### src/rtl/mem_resp_pkg.sv
// Shared types and constants for the data-memory responder.
package mem_resp_pkg;

  localparam int unsigned CNT_W  = 4;
  localparam int unsigned DATA_W = 16;

  typedef enum logic [1:0] {
    IDLE = 2'd0,
    BUSY = 2'd1,
    DONE = 2'd2
  } state_t;

  typedef enum logic {
    OP_RD = 1'b0,
    OP_WR = 1'b1
  } op_t;

  // Request payload held from acceptance until the access edge
  typedef struct packed {
    op_t               op;
    logic [DATA_W-1:0] wdata;
  } req_t;

endpackage

### src/rtl/mem_array.sv
// Word storage: synchronous write, registered read, contents survive reset.
module mem_array
  import mem_resp_pkg::*;
#(
  parameter int unsigned DEPTH_LOG2 = 8
) (
  input  logic                  clk,
  input  logic                  en,
  input  logic                  we,
  input  logic [DEPTH_LOG2-1:0] idx,
  input  logic [DATA_W-1:0]     wdata,
  output logic [DATA_W-1:0]     q
);

  localparam int unsigned DEPTH = 2 ** DEPTH_LOG2;

  logic [DATA_W-1:0] mem [DEPTH];

  always_ff @(posedge clk) begin
    if (en) begin
      if (we) begin
        mem[idx] <= wdata;
      end else begin
        q <= mem[idx];
      end
    end
  end

endmodule

### src/rtl/data_mem_resp.sv
// Multi-cycle data-memory responder: one request in flight, fixed latency,
// stall while busy, one-cycle done pulse, sticky error on malformed requests.
module data_mem_resp
  import mem_resp_pkg::*;
#(
  parameter int unsigned DEPTH_LOG2 = 8,
  parameter int unsigned LATENCY    = 4
) (
  input  logic              clk,
  input  logic              rst,
  input  logic              rd,
  input  logic              wr,
  input  logic [DATA_W-1:0] addr,
  input  logic [DATA_W-1:0] wdata,
  output logic [DATA_W-1:0] rdata,
  output logic              done,
  output logic              stall,
  output logic              err
);

  localparam int unsigned CNT_LOAD  = (LATENCY > 1) ? LATENCY - 2 : 0;
  localparam bit          ONE_CYCLE = (LATENCY == 1);

  state_t                  state, state_n;
  logic [CNT_W-1:0]        cnt, cnt_n;
  req_t                    cap;
  logic [DEPTH_LOG2-1:0]   cap_idx;
  logic                    cap_load;
  logic                    err_set;
  logic                    rd_valid;

  logic                    acc_en;
  logic                    acc_wr;
  logic [DEPTH_LOG2-1:0]   acc_idx;
  logic [DATA_W-1:0]       acc_wdata;
  logic [DATA_W-1:0]       mem_q;

  logic [DEPTH_LOG2-1:0]   addr_idx;
  logic                    req_ok;
  logic                    req_bad;

  // Byte address to word index; upper bits wrap and are deliberately dropped
  assign addr_idx = addr[DEPTH_LOG2:1];
  wire unused_addr = ^{addr[DATA_W-1:DEPTH_LOG2+1]};

  assign req_ok  = (rd ^ wr) & ~addr[0];
  assign req_bad = (rd | wr) & ~req_ok;

  // Next-state, counter and access control
  always_comb begin
    state_n   = state;
    cnt_n     = cnt;
    cap_load  = 1'b0;
    err_set   = 1'b0;
    acc_en    = 1'b0;
    acc_wr    = (cap.op == OP_WR);
    acc_idx   = cap_idx;
    acc_wdata = cap.wdata;
    case (state)
      IDLE, DONE: begin
        if (state == DONE) state_n = IDLE;
        if (req_ok) begin
          cap_load = 1'b1;
          if (ONE_CYCLE) begin
            // Single-cycle latency: the access uses the live request directly
            state_n   = DONE;
            acc_en    = 1'b1;
            acc_wr    = wr;
            acc_idx   = addr_idx;
            acc_wdata = wdata;
          end else begin
            state_n = BUSY;
            cnt_n   = CNT_W'(CNT_LOAD);
          end
        end else if (req_bad) begin
          err_set = 1'b1;
        end
      end
      BUSY: begin
        if (cnt != '0) begin
          cnt_n = cnt - CNT_W'(1);
        end else begin
          state_n = DONE;
          acc_en  = 1'b1;
        end
      end
      default: state_n = IDLE;
    endcase
  end

  always_ff @(posedge clk or negedge rst) begin
    if (!rst) begin
      state    <= IDLE;
      cnt      <= '0;
      cap      <= '0;
      cap_idx  <= '0;
      stall    <= 1'b0;
      done     <= 1'b0;
      err      <= 1'b0;
      rd_valid <= 1'b0;
    end else begin
      state <= state_n;
      cnt   <= cnt_n;
      if (cap_load) begin
        cap.op    <= wr ? OP_WR : OP_RD;
        cap.wdata <= wdata;
        cap_idx   <= addr_idx;
      end
      stall <= (state_n == BUSY);
      done  <= (state_n == DONE);
      if (err_set) err <= 1'b1;
      if (acc_en && !acc_wr) rd_valid <= 1'b1;
    end
  end

  mem_array #(
    .DEPTH_LOG2(DEPTH_LOG2)
  ) u_mem (
    .clk  (clk),
    .en   (acc_en),
    .we   (acc_wr),
    .idx  (acc_idx),
    .wdata(acc_wdata),
    .q    (mem_q)
  );

  // Storage read register has no reset, so read data is gated until a read completes
  assign rdata = rd_valid ? mem_q : '0;

endmodule

### config.mk
export PLATFORM = sky130hd
export DESIGN_NAME = data_mem_resp
export DESIGN_NICKNAME = d
export VERILOG_FILES = /design/src/rtl/mem_resp_pkg.sv /design/src/rtl/mem_array.sv /design/src/rtl/data_mem_resp.sv
export SDC_FILE = /design/constraint.sdc
export NUM_CORES = 2
export LEC_CHECK = 0
export CORE_UTILIZATION = 57
export CTS_BUF_LIST = sky130_fd_sc_hd__clkbuf_16
export CTS_CLUSTER_DIAMETER = 30
export DETAILED_ROUTE_END_ITERATION = 8
export GPL_TIMING_DRIVEN = 0
export PLACE_DENSITY = 0.73
export SLEW_MARGIN = 5
export SYNTH_ARGS = -nofsm -noshare
export SYNTH_HDL_FRONTEND = slang
export SYNTH_HIERARCHICAL = 1
export SYNTH_SLANG_ARGS = --single-unit
### constraint.sdc
create_clock -name clk -period 4.9 [get_ports clk]
set_clock_uncertainty 0.15 [all_clocks]
set_input_delay 0.735 -clock clk [delete_from_list [all_inputs] [get_ports clk]]
set_output_delay 0.735 -clock clk [all_outputs]
set_load 0.02 [all_outputs]
-- After elaboration in Yosys (flattened, before gate mapping)
Memories as Yosys holds them, arrays and structs flattened. A register that Yosys moved wholly into a read port is not among the register bits.
Cells that the tools add are included.
- memories: 1
- bits in registers: 35
- bits in writable memories: 4096
- logic and storage cells: 51
- input port bits: 36
- equality and inequality tests: 6
- bitwise logic cells: 7
- mux-type cells: 19
- $add $sub $neg: 1
- reduce and logical (&&, ||, !) cells: 8
- memories (name ; depth ; bits a word ; rd ports ; clocked after memory_dff ; wr ports ; RTL line ; RTL):
    u_mem.mem ; 256 ; 16 ; 1 ; 1 ; 1 ; mem_array.sv:17 ; logic [DATA_W-1:0] mem [DEPTH];
- operators by type and width (kind ; count):
    16-bit 2-to-1 mux ; 1
    1-bit 2-to-1 mux ; 11
    4-bit 2-to-1 mux ; 2
    4-bit one-hot mux with 2 select lines ; 1
    2-bit 2-to-1 mux ; 3
    2-bit by 1-bit equality test with 1-bit output (second input constant) ; 2
    2-bit equality test (second input constant) ; 2
    2-bit inequality test (second input constant) ; 2
    2-bit one-hot mux with 2 select lines ; 1
    4-bit nonzero test ; 1
    4-bit by 1-bit subtractor with 4-bit output (second input constant) ; 1
    1-bit inverter ; 3
    3-bit AND reduction ; 1
    1-bit bitwise AND ; 2
    2-bit zero test ; 1
    2-bit AND reduction ; 1
    2-bit nonzero test ; 1
    2-bit OR reduction ; 1
    1-bit logical AND ; 1
    1-bit zero test ; 1
    1-bit bitwise OR ; 1
    1-bit bitwise XOR ; 1

-- Logic depth before layout (Yosys ltp)
- depth in word-level cells: 7
- mapped depth: 9
- mapped depth without buffers: 8

-- Hierarchy
The synthesis kept the hierarchy.
- by module, submodules not included (module ; times used ; cells each ; seq. area each (sq um) ; area each (sq um)):
    mem_array ; 1 ; 6705 ; 123478.4 ; 155236.4
    data_mem_resp ; 1 ; 116 ; 875.8 ; 1624.1

-- Least setup slack after synthesis
No wires, ideal clock.
- kind: register to register
- start point: register acc_wdata[0] (netlist name)
- end point: memory u_mem.mem[0][0], data pin
- buffers on the path: 0
- slack: 0.763 ns
- arrival: 3.183 ns
- stages on the path, launching flop included: 1
- required time: 3.946 ns
- cells stage by stage: dfrtp_1
- RTL lines (item ; RTL line):
    to (decl) ; mem_array.sv:17
Straight into the memory's write port.

-- Worst setup path after layout
- start point: register cap_idx[3], in the netlist acc_idx[3]
- end point: memory u_mem.mem[94][14] (enable)
- RTL lines (item ; RTL line ; RTL):
    from (decl) ; data_mem_resp.sv:27 ; logic [DEPTH_LOG2-1:0] cap_idx;
    from (signal assigned) ; data_mem_resp.sv:107 ; cap_idx <= addr_idx;
Straight into the memory's write port.

==> metrics <==
antenna violations before repair=26; maximum single-stage delay on the critical path=0.72 ns; Starting DRT DRC Count=14874; fmax=194 MHz; Mapped Avg Cell Area=23.0 um2; area growth from synthesis to layout=21.1%; RSZ-0062 raised after global routing=yes; Inserted Clock Buffers=631; total placed instance area=168000 um2; biggest area consumer among synthesized cells=edfxtp_1; DRC violation count after routing=4; net load switching power=42.0 mW; synthesized cell area=157000 um2; number of synthesized register bits=4147; Post-CTS Setup Inserts=0; RR Startpoint=acc_idx[3]; layout cell share with drive strength beyond 1=0.349; NumNets Final=7843; logic gate share of total power=0.278; switching part of the total=0.333; maximum number of buffers from clock root to sink=4; sum of overflow across all layers after global routing=0; pins over their slew limit=0; Worst Setup Start Kind=register; class of the most critical setup path=reg -> reg; yosys synthesis warning count=6; overall die area=277000 um2; DR WL/cell=39.0 um; Area contributors post-synth=edfxtp_1, mux4_2, a22oi_1, a21oi_1, clkbuf_1; Post-synth EDFFs=4112; VDD IR-drop max=0.596 mV; weighted congestion reported at the end of routability-driven placement=0.946; clock tree from TritonCTS=built; cell type group with the largest total delay on the critical path=buffers and inverters; RR Endpoint=u_mem/mem[94][14]; number of vias per cell after detailed routing=7.08; placement row count=192; worst-case reg-to-reg path depth=8; hold slack final=0.154 ns; Cell Pwr Density=664 nW/um2; total of endpoints with negative setup slack in the final report=368; portion of the post-synthesis area used by sequential elements=0.793; register share of total power=0.365; Critical path buffers and inverters=5; wire length of the first global-routing pass=646000 um; area of the multi-input gates=32200 um2; actual transition at the worst max-transition pin=1.35 ns; Pint=84.2 mW; leakage power of the design=60.3 nW; number of maximum-capacitance constraint violations=0; area taken by flip-flops and latches=124000 um2; type of element capturing the critical path=register; largest fanout on the critical path=11; CTS Sinks=4147; clock latency on the worst-skew pair=0.95 ns; fin crit share=1.05; most used flip-flop cell after synthesis=edfxtp_1; cell at the slowest stage of the critical path=clkbuf_1; Relative slew margins=0.102; depth of the critical timing path with buffers and inverters included=8; Global Route Usage Sum=0.336; arrival time of data at the critical path endpoint=5.61 ns; final worst setup slack=-0.242 ns; list of most frequent post-synthesis cells=edfxtp_1, mux4_2, a22oi_1, clkbuf_1, nor2_1; synthesized net count=6860; async set-reset flop share out of synthesis=0.00844; slack of the worst reg-to-reg path=-0.24 ns; effective utilization at floorplan=0.573; cell with the most instances after synthesis=edfxtp_1; Hold Crit Class=in -> async; IO buf count=47; Routed Wire Length=466000 um; pin count of the biggest net entering global routing=89; time the final worst path needs with I/O delays and setup=5.14 ns; H-tree depth reported by CTS=6; Chip Height=527 um; launch point of the worst path=acc_idx[3]; via count=84537; ordered list of cells on the worst path=and2_2 > clkbuf_4 > clkbuf_1 > nand2_4 > clkbuf_2 > buf_12 > nor2_2 > buf_6; antenna viol nets, final=0; status=complete, but fails checks; number of optimization iterations in the first detailed-route pass=9; library cells used by synthesis=41; required time at the endpoint of the critical path=5.37 ns; failing checks=DRC, setup timing; Post-Syn Instances=6821; hold violation count in the final report=0; core area=274000 um2; clock root buffer=clkbuf_16; I/O pin count=55; number of global-route vias before repair=84684; clock-pin slew on the worst setup and hold paths=0.05 ns; crit path to=u_mem/mem[94][14]; fraction of synthesized cell area taken by the top area cell type=0.787; final standard cell area without fillers=190000 um2; # fillers=15025; die extent in x=527 um; relative contribution of the clock network to total power=0.357; half-perimeter wire length after placement=281000 um
## worst min path at each step
stage | start | endpoint | cells past startpoint
floorplan | rst | acc_idx[0] | 0
global placement | err | err | 1
detailed placement | err | err | 1
CTS | rst | cnt[3] | 3
global route | rst | err | 3
finish | rst | cnt[3] | 3
## logic make-up (layout without fill, tap and decap cells)
family,Yosys count,in the layout,share of synthesized area
AOI/OAI and AO/OA,842,842,0.0366
adders and majority gates,3,3,0.000239
muxes,1049,1049,0.149
DFF,4147,4147,0.793
and+or+nand+nor,357,357,0.00981
buffers and inverters,423,1921,0.0113
other,0,26,0
## area by class of cell
| class | instances | area share |
|---|---|---|
| clock buffers | 644 | 0.0848 |
| well taps | 3589 | 0.0236 |
| multi-input cells | 2251 | 0.169 |
| flip-flops and latches | 4147 | 0.655 |
| repair buffers | 351 | 0.0293 |
| inverters | 6 | 0.000119 |
| plain buffers | 416 | 0.0100 |
| clock inverters | 504 | 0.0277 |
| diodes | 26 | 0.000342 |
## layout by cell type, fill, tap and decap left out, types with 16 or more instances in the layout
cell type        synthesis  layout
buf_12                   1      25
clkinv_1                 0      66
diode_2                  0      26
buf_6                    1      16
and2_1                  18      17
mux4_2                1024    1024
a22oi_1                512     512
buf_4                   11      27
clkbuf_2                 0      61
a21oi_1                256     256
mux2_4                  16      16
dfrtp_1                 35      19
o41ai_1                 64      17
buf_2                   92      90
nor2_4                   0      28
o41ai_2                  0      32
edfxtp_1              4112    4112
clkinvlp_4               0      72
nor2_2                   0     229
nand4_1                 16      16
clkinv_2                 0      95
inv_6                    0      55
buf_16                   0      46
clkbuf_1               269     200
bufinv_16                0      71
clkdlybuf4s50_1          0      46
buf_8                    1     206
dfrtp_4                  0      16
buf_1                   42      35
inv_1                    6      69
clkinv_4                 0      42
clkbuf_16                0     644
## power groups by stage
stage          registers (mW)  logic (mW)  clock network [mW]
2_1_floorplan            49.2        16.2                   0
3_3_place_gp             50.1        25.9                   0
3_5_place_dp             46.7        32.6                   0
4_1_cts                  46.1        33.8                45.1
5_1_grt                  46.1        35.5                46.7
6_report                 46.1        35.1                45.0
## registers in the layout, summed over array words and instances, names as in the netlist
name / cells
stall: 1
err: 1
acc_wr: 1
cnt: 4
u_mem/q: 16
acc_wdata: 16
rd_valid: 1
acc_idx: 8
state: 2
done: 1
u_mem/mem: 4096
## metal layers
metal | vias up | global-route usage | routed length, um
met3 | 1430 | 0.116 | 71200
met1 | 43771 | 0.436 | 152000
met4 | 12 | 0.202 | 30700
li1 | 31578 | - | -
met2 | 7746 | 0.493 | 212000
met5 | - | 0.00606 | 309
## timing repair
| action | in CTS | in global routing |
|---|---|---|
| endpoints found under the setup margin | 3449 | 471 |
| hold endpoints to repair | 35 | 0 |
| resized for setup | 133 | 58 |
| hold buffers | 2 | 0 |
| pin swaps | 0 | 3 |
## stage by stage
| step | total power [mW] | TNS, ns | setup slack, ns | util | instances |
|---|---|---|---|---|---|
| after floorplan | 65.4 | 0 | 0.763 | - | 6821 |
| after global placement | 76.0 | - | -3.52 | 0.591 | 10457 |
| after detailed placement | 79.4 | -1518.43 | -1.81 | 0.613 | 10759 |
| after CTS | 125 | -0.239 | -0.0336 | 0.694 | 11908 |
| after global routing | 128 | -1.76 | -0.102 | 0.694 | 11912 |
| final | 126 | -24.32 | -0.242 | 0.694 | 11934 |
## tightest hold or removal path, cell delays in order
cell and delay, ns:
dlygate4sd3_1 0.52, buf_2 0.14, buf_12 0.23
(Power assumes the default switching activity.)
